--- src/rtl/instruction_fetch_pkg.sv ---
// Shared types and constants for the instruction fetch front end.
//   ifetch_state_t : fetch controller states (RUN, FLUSH)
//   fetch_entry_t  : one buffered fetch result {pc, instr}
//   INSTR_WIDTH    : instruction / PC width
//   PC_STEP        : byte distance between sequential instruction words
package cpu_package;

  localparam int          INSTR_WIDTH = 32;
  localparam logic [31:0] PC_STEP     = 32'd4;

  typedef enum logic {
    RUN   = 1'b0,
    FLUSH = 1'b1
  } ifetch_state_t;

  typedef struct packed {
    logic [INSTR_WIDTH-1:0] pc;
    logic [INSTR_WIDTH-1:0] instr;
  } fetch_entry_t;

endpackage

--- src/rtl/instruction_fetch_fifo.sv ---
// fetch_fifo: small circular buffer holding fetched {pc, instr} entries.
// Ports:
//   clk, reset_n   clock / asynchronous active-low reset
//   clear          synchronous flush; wins over push and pop
//   push, wr_data  write one entry (caller guarantees a free slot,
//                  or a same-cycle pop when full)
//   pop            consume the head entry (ignored when empty)
//   rd_data        head entry (meaningful only when !empty)
//   count, empty   occupancy
module fetch_fifo
  import cpu_package::*;
#(
  parameter int DEPTH = 2,
  parameter int CW    = $clog2(DEPTH) + 1
) (
  input  logic          clk,
  input  logic          reset_n,
  input  logic          clear,
  input  logic          push,
  input  logic          pop,
  input  fetch_entry_t  wr_data,
  output fetch_entry_t  rd_data,
  output logic [CW-1:0] count,
  output logic          empty
);

  localparam int AW = $clog2(DEPTH);

  fetch_entry_t  mem [DEPTH];
  logic [AW-1:0] wr_ptr, rd_ptr;
  logic          pop_ok;

  assign empty   = (count == '0);
  assign pop_ok  = pop & ~empty;
  assign rd_data = mem[rd_ptr];

  // Depth is a power of two, so the pointers wrap on their own.
  always_ff @(posedge clk or negedge reset_n) begin
    if (!reset_n) begin
      wr_ptr <= '0;
      rd_ptr <= '0;
      count  <= '0;
      for (int i = 0; i < DEPTH; i++) mem[i] <= '0;
    end else if (clear) begin
      wr_ptr <= '0;
      rd_ptr <= '0;
      count  <= '0;
    end else begin
      if (push) begin
        mem[wr_ptr] <= wr_data;
        wr_ptr      <= wr_ptr + 1'b1;
      end
      if (pop_ok) rd_ptr <= rd_ptr + 1'b1;
      count <= count + CW'(push) - CW'(pop_ok);
    end
  end

endmodule

--- src/rtl/instruction_fetch.sv ---
// instruction_fetch: in-order fetch front end.
// Issues word reads on a valid/ready request channel, buffers in-order
// responses in fetch_fifo and presents {instruction, instr_pc} downstream on
// a valid/ready channel. A redirect clears the buffer, restarts fetch at the
// new PC and discards every response still owed by memory.
// Ports:
//   clk, reset_n                     clock / async active-low reset
//   imem_req_valid/ready/addr        read request channel
//   imem_resp_valid/data             in-order read responses
//   redirect_valid/pc                branch/jump restart
//   instr_valid/ready, instruction,
//   instr_pc                         decode-side channel
//   fetch_misaligned                 only with IFETCH_MISALIGN_CHECK_EN:
//                                    last redirect target not word aligned;
//                                    fetch is stalled while set
// Define IFETCH_MISALIGN_CHECK_EN to enable the misalignment flag; otherwise
// the low two bits of redirect_pc are silently dropped.
module instruction_fetch
  import cpu_package::*;
#(
  parameter logic [31:0] RESET_PC   = 32'h0000_0000,
  parameter int          FIFO_DEPTH = 2
) (
  input  logic                   clk,
  input  logic                   reset_n,
  output logic                   imem_req_valid,
  input  logic                   imem_req_ready,
  output logic [INSTR_WIDTH-1:0] imem_req_addr,
  input  logic                   imem_resp_valid,
  input  logic [INSTR_WIDTH-1:0] imem_resp_data,
  input  logic                   redirect_valid,
  input  logic [INSTR_WIDTH-1:0] redirect_pc,
  output logic                   instr_valid,
  input  logic                   instr_ready,
  output logic [INSTR_WIDTH-1:0] instruction,
  output logic [INSTR_WIDTH-1:0] instr_pc
`ifdef IFETCH_MISALIGN_CHECK_EN
  ,
  output logic                   fetch_misaligned
`endif
);

  localparam int             CW        = $clog2(FIFO_DEPTH) + 1;
  localparam logic [CW:0]    DEPTH_CMP = (CW+1)'(FIFO_DEPTH);
  localparam logic [31:0]    PC_MASK   = ~32'd3;

  ifetch_state_t    state_q, state_d;
  logic [31:0]      fetch_pc_q, fetch_pc_d;   // address of next new request
  logic [31:0]      resp_pc_q, resp_pc_d;     // PC of next live response
  logic [CW-1:0]    out_q, out_d;             // accepted, not yet answered
  logic             req_valid_q, req_valid_d;
  logic [31:0]      req_addr_q, req_addr_d;
  logic             stale_q, stale_d;         // pending request predates a redirect
  logic             misal_d;
  logic [31:0]      redir_pc_al;

  logic             accept, resp_hit, push, pop;
  logic [CW-1:0]    count_d;
  logic [CW-1:0]    fifo_count;
  logic             fifo_empty, fifo_valid;
  fetch_entry_t     wr_entry, head;

  fetch_fifo #(.DEPTH(FIFO_DEPTH), .CW(CW)) u_fifo (
    .clk     (clk),
    .reset_n (reset_n),
    .clear   (redirect_valid),
    .push    (push),
    .pop     (pop),
    .wr_data (wr_entry),
    .rd_data (head),
    .count   (fifo_count),
    .empty   (fifo_empty)
  );

  assign fifo_valid = ~fifo_empty;
  assign wr_entry   = '{pc: resp_pc_q, instr: imem_resp_data};

  always_comb begin
    accept      = req_valid_q & imem_req_ready;
    // A response with nothing outstanding is a protocol error and is ignored.
    resp_hit    = imem_resp_valid & (out_q != '0);
    push        = resp_hit & (state_q == RUN) & ~redirect_valid;
    pop         = fifo_valid & instr_ready;
    redir_pc_al = redirect_pc & PC_MASK;

    // Dropped responses still retire their outstanding slot.
    out_d   = out_q + CW'(accept) - CW'(resp_hit);
    count_d = redirect_valid ? '0
                             : fifo_count + CW'(push) - CW'(pop);

    // A request that is still waiting for ready when a redirect arrives
    // cannot be withdrawn; remember that its response must be thrown away.
    stale_d = stale_q;
    if (accept) stale_d = 1'b0;
    if (redirect_valid & req_valid_q & ~imem_req_ready) stale_d = 1'b1;

    fetch_pc_d = fetch_pc_q;
    if (accept & ~stale_q) fetch_pc_d = fetch_pc_q + PC_STEP;
    resp_pc_d = resp_pc_q;
    if (push) resp_pc_d = resp_pc_q + PC_STEP;
    if (redirect_valid) begin
      fetch_pc_d = redir_pc_al;
      resp_pc_d  = redir_pc_al;
    end

`ifdef IFETCH_MISALIGN_CHECK_EN
    misal_d = redirect_valid ? (redirect_pc[1:0] != 2'b00) : fetch_misaligned;
`else
    misal_d = 1'b0;
`endif

    // A stale pending request keeps us in FLUSH as well, so its response
    // can never land in RUN and be mistaken for the new stream.
    state_d = state_q;
    if (redirect_valid)
      state_d = ((out_d != '0) || stale_d) ? FLUSH : RUN;
    else if ((state_q == FLUSH) && (out_d == '0) && !stale_d)
      state_d = RUN;

    // Request valid is registered: the credit check is made on the
    // post-edge occupancy so that the registered valid behaves exactly like
    // "fifo_count + outstanding < FIFO_DEPTH" evaluated in the issue cycle.
    if (req_valid_q & ~imem_req_ready) begin
      req_valid_d = 1'b1;
      req_addr_d  = req_addr_q;
    end else begin
      req_valid_d = (state_d == RUN) & ~misal_d &
                    (({1'b0, count_d} + {1'b0, out_d}) < DEPTH_CMP);
      req_addr_d  = req_valid_d ? fetch_pc_d : req_addr_q;
    end
  end

  always_ff @(posedge clk or negedge reset_n) begin
    if (!reset_n) begin
      state_q     <= RUN;
      fetch_pc_q  <= RESET_PC;
      resp_pc_q   <= RESET_PC;
      out_q       <= '0;
      req_valid_q <= 1'b0;
      req_addr_q  <= RESET_PC;
      stale_q     <= 1'b0;
    end else begin
      state_q     <= state_d;
      fetch_pc_q  <= fetch_pc_d;
      resp_pc_q   <= resp_pc_d;
      out_q       <= out_d;
      req_valid_q <= req_valid_d;
      req_addr_q  <= req_addr_d;
      stale_q     <= stale_d;
    end
  end

`ifdef IFETCH_MISALIGN_CHECK_EN
  always_ff @(posedge clk or negedge reset_n) begin
    if (!reset_n) fetch_misaligned <= 1'b0;
    else          fetch_misaligned <= misal_d;
  end
`endif

  assign imem_req_valid = req_valid_q;
  assign imem_req_addr  = req_addr_q;
  assign instr_valid    = fifo_valid;
  assign instruction    = fifo_valid ? head.instr : '0;
  assign instr_pc       = fifo_valid ? head.pc    : '0;

endmodule
--- config.mk ---
export PLATFORM = sky130hd
export DESIGN_NAME = instruction_fetch
export DESIGN_NICKNAME = d
export VERILOG_FILES = /design/src/rtl/instruction_fetch_pkg.sv /design/src/rtl/instruction_fetch_fifo.sv /design/src/rtl/instruction_fetch.sv
export SDC_FILE = /design/constraint.sdc
export NUM_CORES = 1
export LEC_CHECK = 0
export ABC_AREA = 1
export CORE_MARGIN = 4
export CORE_UTILIZATION = 50
export DETAILED_ROUTE_END_ITERATION = 10
export PLACE_DENSITY = 0.83
export SLEW_MARGIN = 40
export SYNTH_ARGS = -nofsm -noshare
export SYNTH_HDL_FRONTEND = slang
export SYNTH_HIERARCHICAL = 1
export SYNTH_SLANG_ARGS = --single-unit
--- constraint.sdc ---
create_clock -name clk -period 6.91 [get_ports clk]
set_input_delay 0.691 -clock clk [delete_from_list [all_inputs] [get_ports clk]]
set_output_delay 0.691 -clock clk [all_outputs]
set_load 0.03 [all_outputs]
==> metrics.yaml <==
placement:
  dp.cells: 2053
  placed_cell_area_sq_um: 14180
  dp_hpwl_um: 20510
  dp_slack_ns: 2.250
  routabilityCongestion: 0.9094
  port_buffers: 165
clock_tree:
  clkLatencyLatePin_ns: 0.52
  clockRootBuffer: "clkbuf_16"
  cts-resized-gates: 0
  cts_tree: "yes"
  clkTransAtPathRegs_ns: 0.06
  post-cts-setup-buffer-count: 0
  cts.path.max_buffers: 3
  cts_buffers: 25
  hold_buffers: 0
  cts.sinks: 231
  cts-htree-levels: 1
final_layout:
  layout.cells.non_filler: 2100
  num_antenna_cells: 0
  drive_gt1_frac: 0.1154
  final_area_sq_um: 15070
  final_core_util: 0.6159
  fin_nets: 1837
  area_growth_syn_to_layout_pct: 20.30
synthesis:
  synthAdderAreaFrac: 0.009591
  avgSynthCellArea_sq_um: 7.721
  yosysTopAreaCellShare: 0.4616
  yosysTopAreaCell: "dfrtp_1"
  netlist_area_sq_um: 12520
  synthCells: 1622
  synthSimpleGateAreaFrac: 0.2757
  synth_edf_count: 0
  synth.distinct_cells: 44
  yosysMostFrequentCell: "nand2_1"
  ys_async_sr_fraction: 1.000
  muxShareOfSynthArea: 0
  ys_top_cells_by_area: "dfrtp_1 46%, nand2_1 18%, o21ai_2 8.0%, inv_1 7.2%, nor2_1 3.8%"
  synth_top_family_by_area: "simple AND/OR/NAND/NOR gates"
  synthFlopType: "dfrtp_1"
  synth-compound-area-share: 0.1248
  ys_top_cells_by_count: "608 x nand2_1, 239 x inv_1, 231 x dfrtp_1, 126 x nor2_1, 115 x o21ai_2"
  yosys_warnings: 6
  ys_ff_latch: 231
  ys_seq_area_frac: 0.4616
  synth-xor-area-share: 0.01329
power:
  power.total_mw: 4.834
  p_clk_frac: 0.272
  switching_share: 0.3572
  peakVddDrop_mv: 0.2035
  leakagePower_nw: 7.539
  p_comb_frac: 0.325
  seq_power_share: 0.403
  power_density_nw_per_um2: 320.9
  p_int_mw: 3.107
  p_sw_mw: 1.727
route:
  drtIter0Drc: 836
  wl_per_cell_um: 14.29
  routed_wl_um: 30010
  drc: 0
  vias: 10508
  ant_nets: 0
  firstDrtPassIters: 5
  via_per_inst: 5.004
timing:
  setup_violations: 0
  setup_tns_ns: 0
  finClkSkew_ns: 0.01255
  tightest_slew_ns: 0.7356
  fin_crit_ns: 4.140
  period_share: 0.5991
  maxSlewHeadroom: 0.5096
  hold_viol: 0
  fin_ws_ns: 2.770
  grt_setup_unrepaired: "false"
  clock.fmax_mhz: 241.6
  holdWs_ns: 0.1605
  drv_slew: 0
global_routing:
  overflow: 0
  grt_pass1_wl_um: 50030
  antenna_found_initial: 0
  use_met3: 0.03642
  grt_pass1_vias: 10324
  grt_use_met1: 0.2993
  grtUsageMet2: 0.3457
  busiest_layer: "met2"
  track_usage: 0.2124
  grt_max_degree: 87
die:
  die_x_um: 166.3
  row_count: 57
  design.core.area_sq_um: 24460
  ios: 168
  dieArea_sq_um: 27640
  die_height_um: 166.3
  start_util: 0.5119
job:
  maxCapViolCount: 0
setup_path:
  worstRegToRegCells: 15
  startpoint_type: "input port"
  crit_required_ns: 7.36
  crit_path_max_fanout: 38
  reg2reg_slack_ns: 2.78
  worstSetupEndpointType: "flop"
  crit_arrival_ns: 4.59
  reg2reg_to: "imem_req_addr[21]$_DFFE_PN0P_"
  r2r_start: "u_fifo/count[1]$_DFF_PN0_"
  critPathKind: "in2reg"
worst_hold_path:
  hp-class: "in2async"
run_status:
  status: "complete, no violations"
[worst max path at each step]
| stage | start | end | slack (ns) | cells after the start |
|---|---|---|---|---|
| after floorplan | u_fifo/count[1]$_DFF_PN0_ | imem_req_addr[6]$_DFFE_PN0P_ | 3.65 | 19 |
| after global routing | u_fifo/count[1]$_DFF_PN0_ | imem_req_addr[18]$_DFFE_PN0P_ | 2.40 | 15 |
| final | redirect_valid | imem_req_addr[21]$_DFFE_PN0P_ | 2.77 | 15 |
| after CTS | u_fifo/count[1]$_DFF_PN0_ | imem_req_addr[21]$_DFFE_PN0P_ | 2.74 | 15 |
| after global placement | redirect_valid | imem_req_addr[27]$_DFFE_PN0P_ | 2.42 | 15 |
| after detailed placement | redirect_valid | imem_req_addr[18]$_DFFE_PN0P_ | 2.25 | 15 |
[registers in the layout, summed over array words and instances, names as in the netlist, 2 cells and up]
| register | flops |
|---|---|
| fetch_pc_q | 32 |
| imem_req_addr | 32 |
| out_q | 2 |
| resp_pc_q | 30 |
| u_fifo/count | 2 |
| u_fifo/mem | 128 |
[cell type report]
type                    count  area, sq um
clock buffers              38        764.5
clock inverters             7        66.31
fillers                  2118         9397
inverters                 245        922.1
multi-input cells        1077         5319
flip-flops and latches    231         5782
well taps                 324        405.4
repair buffers            178         1807
[layout by cell type (no fill, tap or decap), drive strengths merged, types with 2 or more instances in the layout]
| cell | count |
|---|---|
| nand2 | 613 |
| a31oi | 3 |
| inv | 246 |
| o31ai | 2 |
| xor2 | 13 |
| nand3b | 2 |
| o211ai | 8 |
| nor2 | 133 |
| conb | 2 |
| o221ai | 4 |
| clkdlybuf4s50 | 164 |
| o22ai | 5 |
| clkinv | 4 |
| dfrtp | 231 |
| o21ai | 167 |
| or2 | 2 |
| nor3 | 13 |
| a21oi | 10 |
| nor4 | 4 |
| nand3 | 46 |
| clkbuf | 38 |
| xnor2 | 6 |
| buf | 14 |
| nand4 | 24 |
| ha | 8 |
| o21bai | 4 |
| o311ai | 3 |
[cells by family (layout without fill, tap and decap cells)]
logic type | after synthesis | after routing
compound gates | 208 | 208
xor+xnor | 19 | 19
fa+ha+maj | 9 | 9
buf+inv | 315 | 468
flops | 231 | 231
other cells | 1 | 2
simple gates | 839 | 839
[power groups by stage]
stage	sequential (mW)	combinational (mW)	clock (mW)
2_1_floorplan	2.06	0.998	0
5_1_grt	1.99	1.78	1.41
3_5_place_dp	1.96	1.58	0
3_3_place_gp	1.95	1.52	0
4_1_cts	1.94	1.59	1.35
6_report	1.95	1.57	1.31
[layer usage]
layer | up-vias | routed length [um]
met2 | 349 | 13630
met3 | 46 | 1935
met5 | - | 0
met4 | 0 | 581
li1 | 5270 | -
met1 | 4843 | 13860
[worst max-delay path, stage by stage]
cell,delay (ns)
clkdlybuf4s50_1,0.45
buf_4,0.41
inv_1,0.13
nand2_1,0.16
nor2_1,0.07
buf_4,0.24
ha_1,0.25
xor2_1,0.17
nor2_1,0.15
fa_1,0.44
nor2_1,0.27
nand3_4,0.38
inv_2,0.54
nand2_1,0.12
nand2_1,0.08
(Power assumes the default switching activity.)
==> patch: new RTL, config.mk and constraints unchanged <==
Change the parameter `FIFO_DEPTH` from 2 to 4.
--- a/src/rtl/instruction_fetch.sv
+++ b/src/rtl/instruction_fetch.sv
@@ -19,7 +19,7 @@
   import cpu_package::*;
 #(
   parameter logic [31:0] RESET_PC   = 32'h0000_0000,
-  parameter int          FIFO_DEPTH = 2
+  parameter int          FIFO_DEPTH = 4
 ) (
   input  logic                   clk,
   input  logic                   reset_n,
Check against the original RTL: not equivalent (a bounded check fails within 4 cycles, from zero or initial values and one cycle with reset_n low).
==> patch against the original RTL <==
Setup slack worse by 490 ps. Highest routed layer unchanged. Global-route usage grew 1.8 points. Power up 27%. Wire length rose by 53%. Largest cell class unchanged. Sequential power grew 34%. Core utilization fell by 2.6 points. Sequential cell count rose by 132. Design area increased by 40%. Area after synthesis increased by 44%. Via count up 46%.
==> patch: results (changes against the original RTL) <==
[status]
status = complete, no violations

[route]
viasPerCell = 5.48  ; +9.5%
drtIter0Drc = 1194  ; +43%
avgRoutedWirePerCell_um = 16.4  ; +15%

[clock_tree]
cts_max_level = 2  ; +1
post-cts-setup-buffers = 0  ; unchanged
clk_pin_slew_worst_paths_ps = 60  ; about the same
clock_latency_ps = 540  ; +20 ps
clock-root-buffer = clkbuf_16
ctsLongestPathBuffers = 3  ; unchanged
cts_made_buffers = 39  ; +56%
ctsHoldBuffers = 0  ; unchanged
post_cts_resized = 0  ; unchanged

[sta]
finClkSkew_ps = 16.0  ; +3.41 ps
slew_headroom_pct = 44.9  ; -6.0 points

[global_routing]
grt_pass1_vias = 15100  ; +46%
grt_pass1_wl_um = 74800  ; +50%
antenna_found_initial = 0  ; unchanged
grt_use_total_pct = 23.0  ; +1.8 points
grt_max_degree = 129  ; +48%

[synth]
synth_warnings = 6  ; unchanged
synth_cell_types = 43  ; -2.3%
ys_seq_area_share_pct = 50.2  ; +4.0 points
synth_top_flop_cell = dfrtp_1
synthTopCellsByArea = dfrtp_1 50%, nand2_1 11%, o21ai_1 7.2%
synthTopCellsByCount = 535 x nand2_1, 363 x dfrtp_1, 262 x o21ai_1
synthArstFlopShare_pct = 100  ; unchanged

[place]
globalplace.congestion = 0.852  ; -6.3%
dp_hpwl_um = 28900  ; +41%
place_ws_ps = 2190  ; -61.6 ps

[finish]
drive_gt1_share_pct = 7.03  ; -4.5 points
antennaDiodeCount = 0  ; unchanged
regMostFlops = u_fifo/mem
fillers = 3023  ; +43%
nNetsFinal = 2393  ; +30%
largest_reg_flops = 256  ; +100%

[worst_setup_path]
crit_arrival_ps = 5110  ; +520 ps
crit_fanout = 66  ; +74%

[power_and_ir_drop]
ir_drop_v = 0.000230  ; +13%
leakagePower_nw = 9.91  ; +31%

[worst_hold_path]
hold_path.class = in2async

-- patch: changes by cell type after synthesis, moves of 19 or more --
cell	unedited run	this run
dfrtp_1	231	363
o21ai_0	36	113
buf_6	30	60
o21ai_2	115	50
nand2_1	608	535
nor2_1	126	259
o22ai_1	3	65
o21ai_1	16	262
clkbuf_1	16	35
-- patch: area by class of cell --
type	instances	area [µm²]	share of cell area [%]
Sequential cell	363	9090	43.2
Multi-Input combinational cell	1479	7180	34.1
Timing Repair Buffer	182	1880	8.96
Clock buffer	55	1130	5.36
Inverter	241	916	4.35
Tap cell	461	577	2.74
Clock inverter	13	264	1.26
-- patch: per-stage QoR --
| stage | utilization (%) | hold WS, ps | instances | area [µm²] |
|---|---|---|---|---|
| CTS | 58.9 | 28.5 | 2793 | 21000 |
| global route | 59.0 | 46.8 | 2794 | 21000 |
| finish | 59.0 | 44.0 | 2794 | 21000 |
| detailed placement | 55.0 | 453 | 2725 | 19600 |
| global placement | 54.7 | 446 | 2722 | 19500 |
| floorplan | - | 395 | 2205 | 18100 |
-- patch: cells by family (layout without fill, tap and decap cells) --
kind of cell,after synthesis,in the layout,share of synthesized area (%)
AND/OR/NAND/NOR,913,913,20.7
AO/OA/AOI/OAI,524,524,16.4
flip-flops,363,363,50.2
buffers and inverters,363,491,10.3
XOR/XNOR,23,23,1.11
adder cells (fa/ha/maj),17,17,1.30
other,1,2,0.0207
-- patch: final timing paths --
check                                     start                end  slack, ps  cells past startpoint
worst max-delay path            u_fifo/count[1]  imem_req_addr[12]       2280                     17
worst min-delay path                    reset_n     u_fifo/mem[89]         40                      1
worst max register to register  u_fifo/count[1]  imem_req_addr[12]       2280                     17
worst min register to register    fetch_pc_q[0]      fetch_pc_q[0]        470                      2
max in group asynchronous               reset_n    u_fifo/mem[254]       5570                      4
min in group clk                  fetch_pc_q[0]      fetch_pc_q[0]        470                      2
-- patch: critical path, cell delays in order, from the launching register on --
cell and delay, ps:
dfrtp_1 460, nor2_1 170, nand2_1 130, inv_2 70, buf_4 580, nor2_1 240
ha_1 340, inv_1 40, ha_1 180, fa_1 380, o21ai_0 170, a21oi_1 60
ha_1 290, nor4_2 480, nand3_4 410, clkinv_4 320, nand2_1 90, nand2_1 90
-- patch: layer usage --
| layer | vias to the layer above | wire length (µm) | track usage (%) |
|---|---|---|---|
| li1 | 7321 | - | - |
| met1 | 7309 | 19900 | 31.1 |
| met2 | 608 | 22000 | 38.7 |
| met3 | 70 | 3100 | 3.51 |
| met4 | 0 | 935 | 6.78 |
| met5 | - | 0 | 0 |
-- patch: power breakdown --
part / switching [mW] / internal [mW] / leakage, nW
Combinational: 0.789 / 0.488 / 4.37
Sequential: 0.203 / 2.41 / 4.86
Clock: 0.858 / 1.40 / 0.677
Total: 1.85 / 4.30 / 9.91
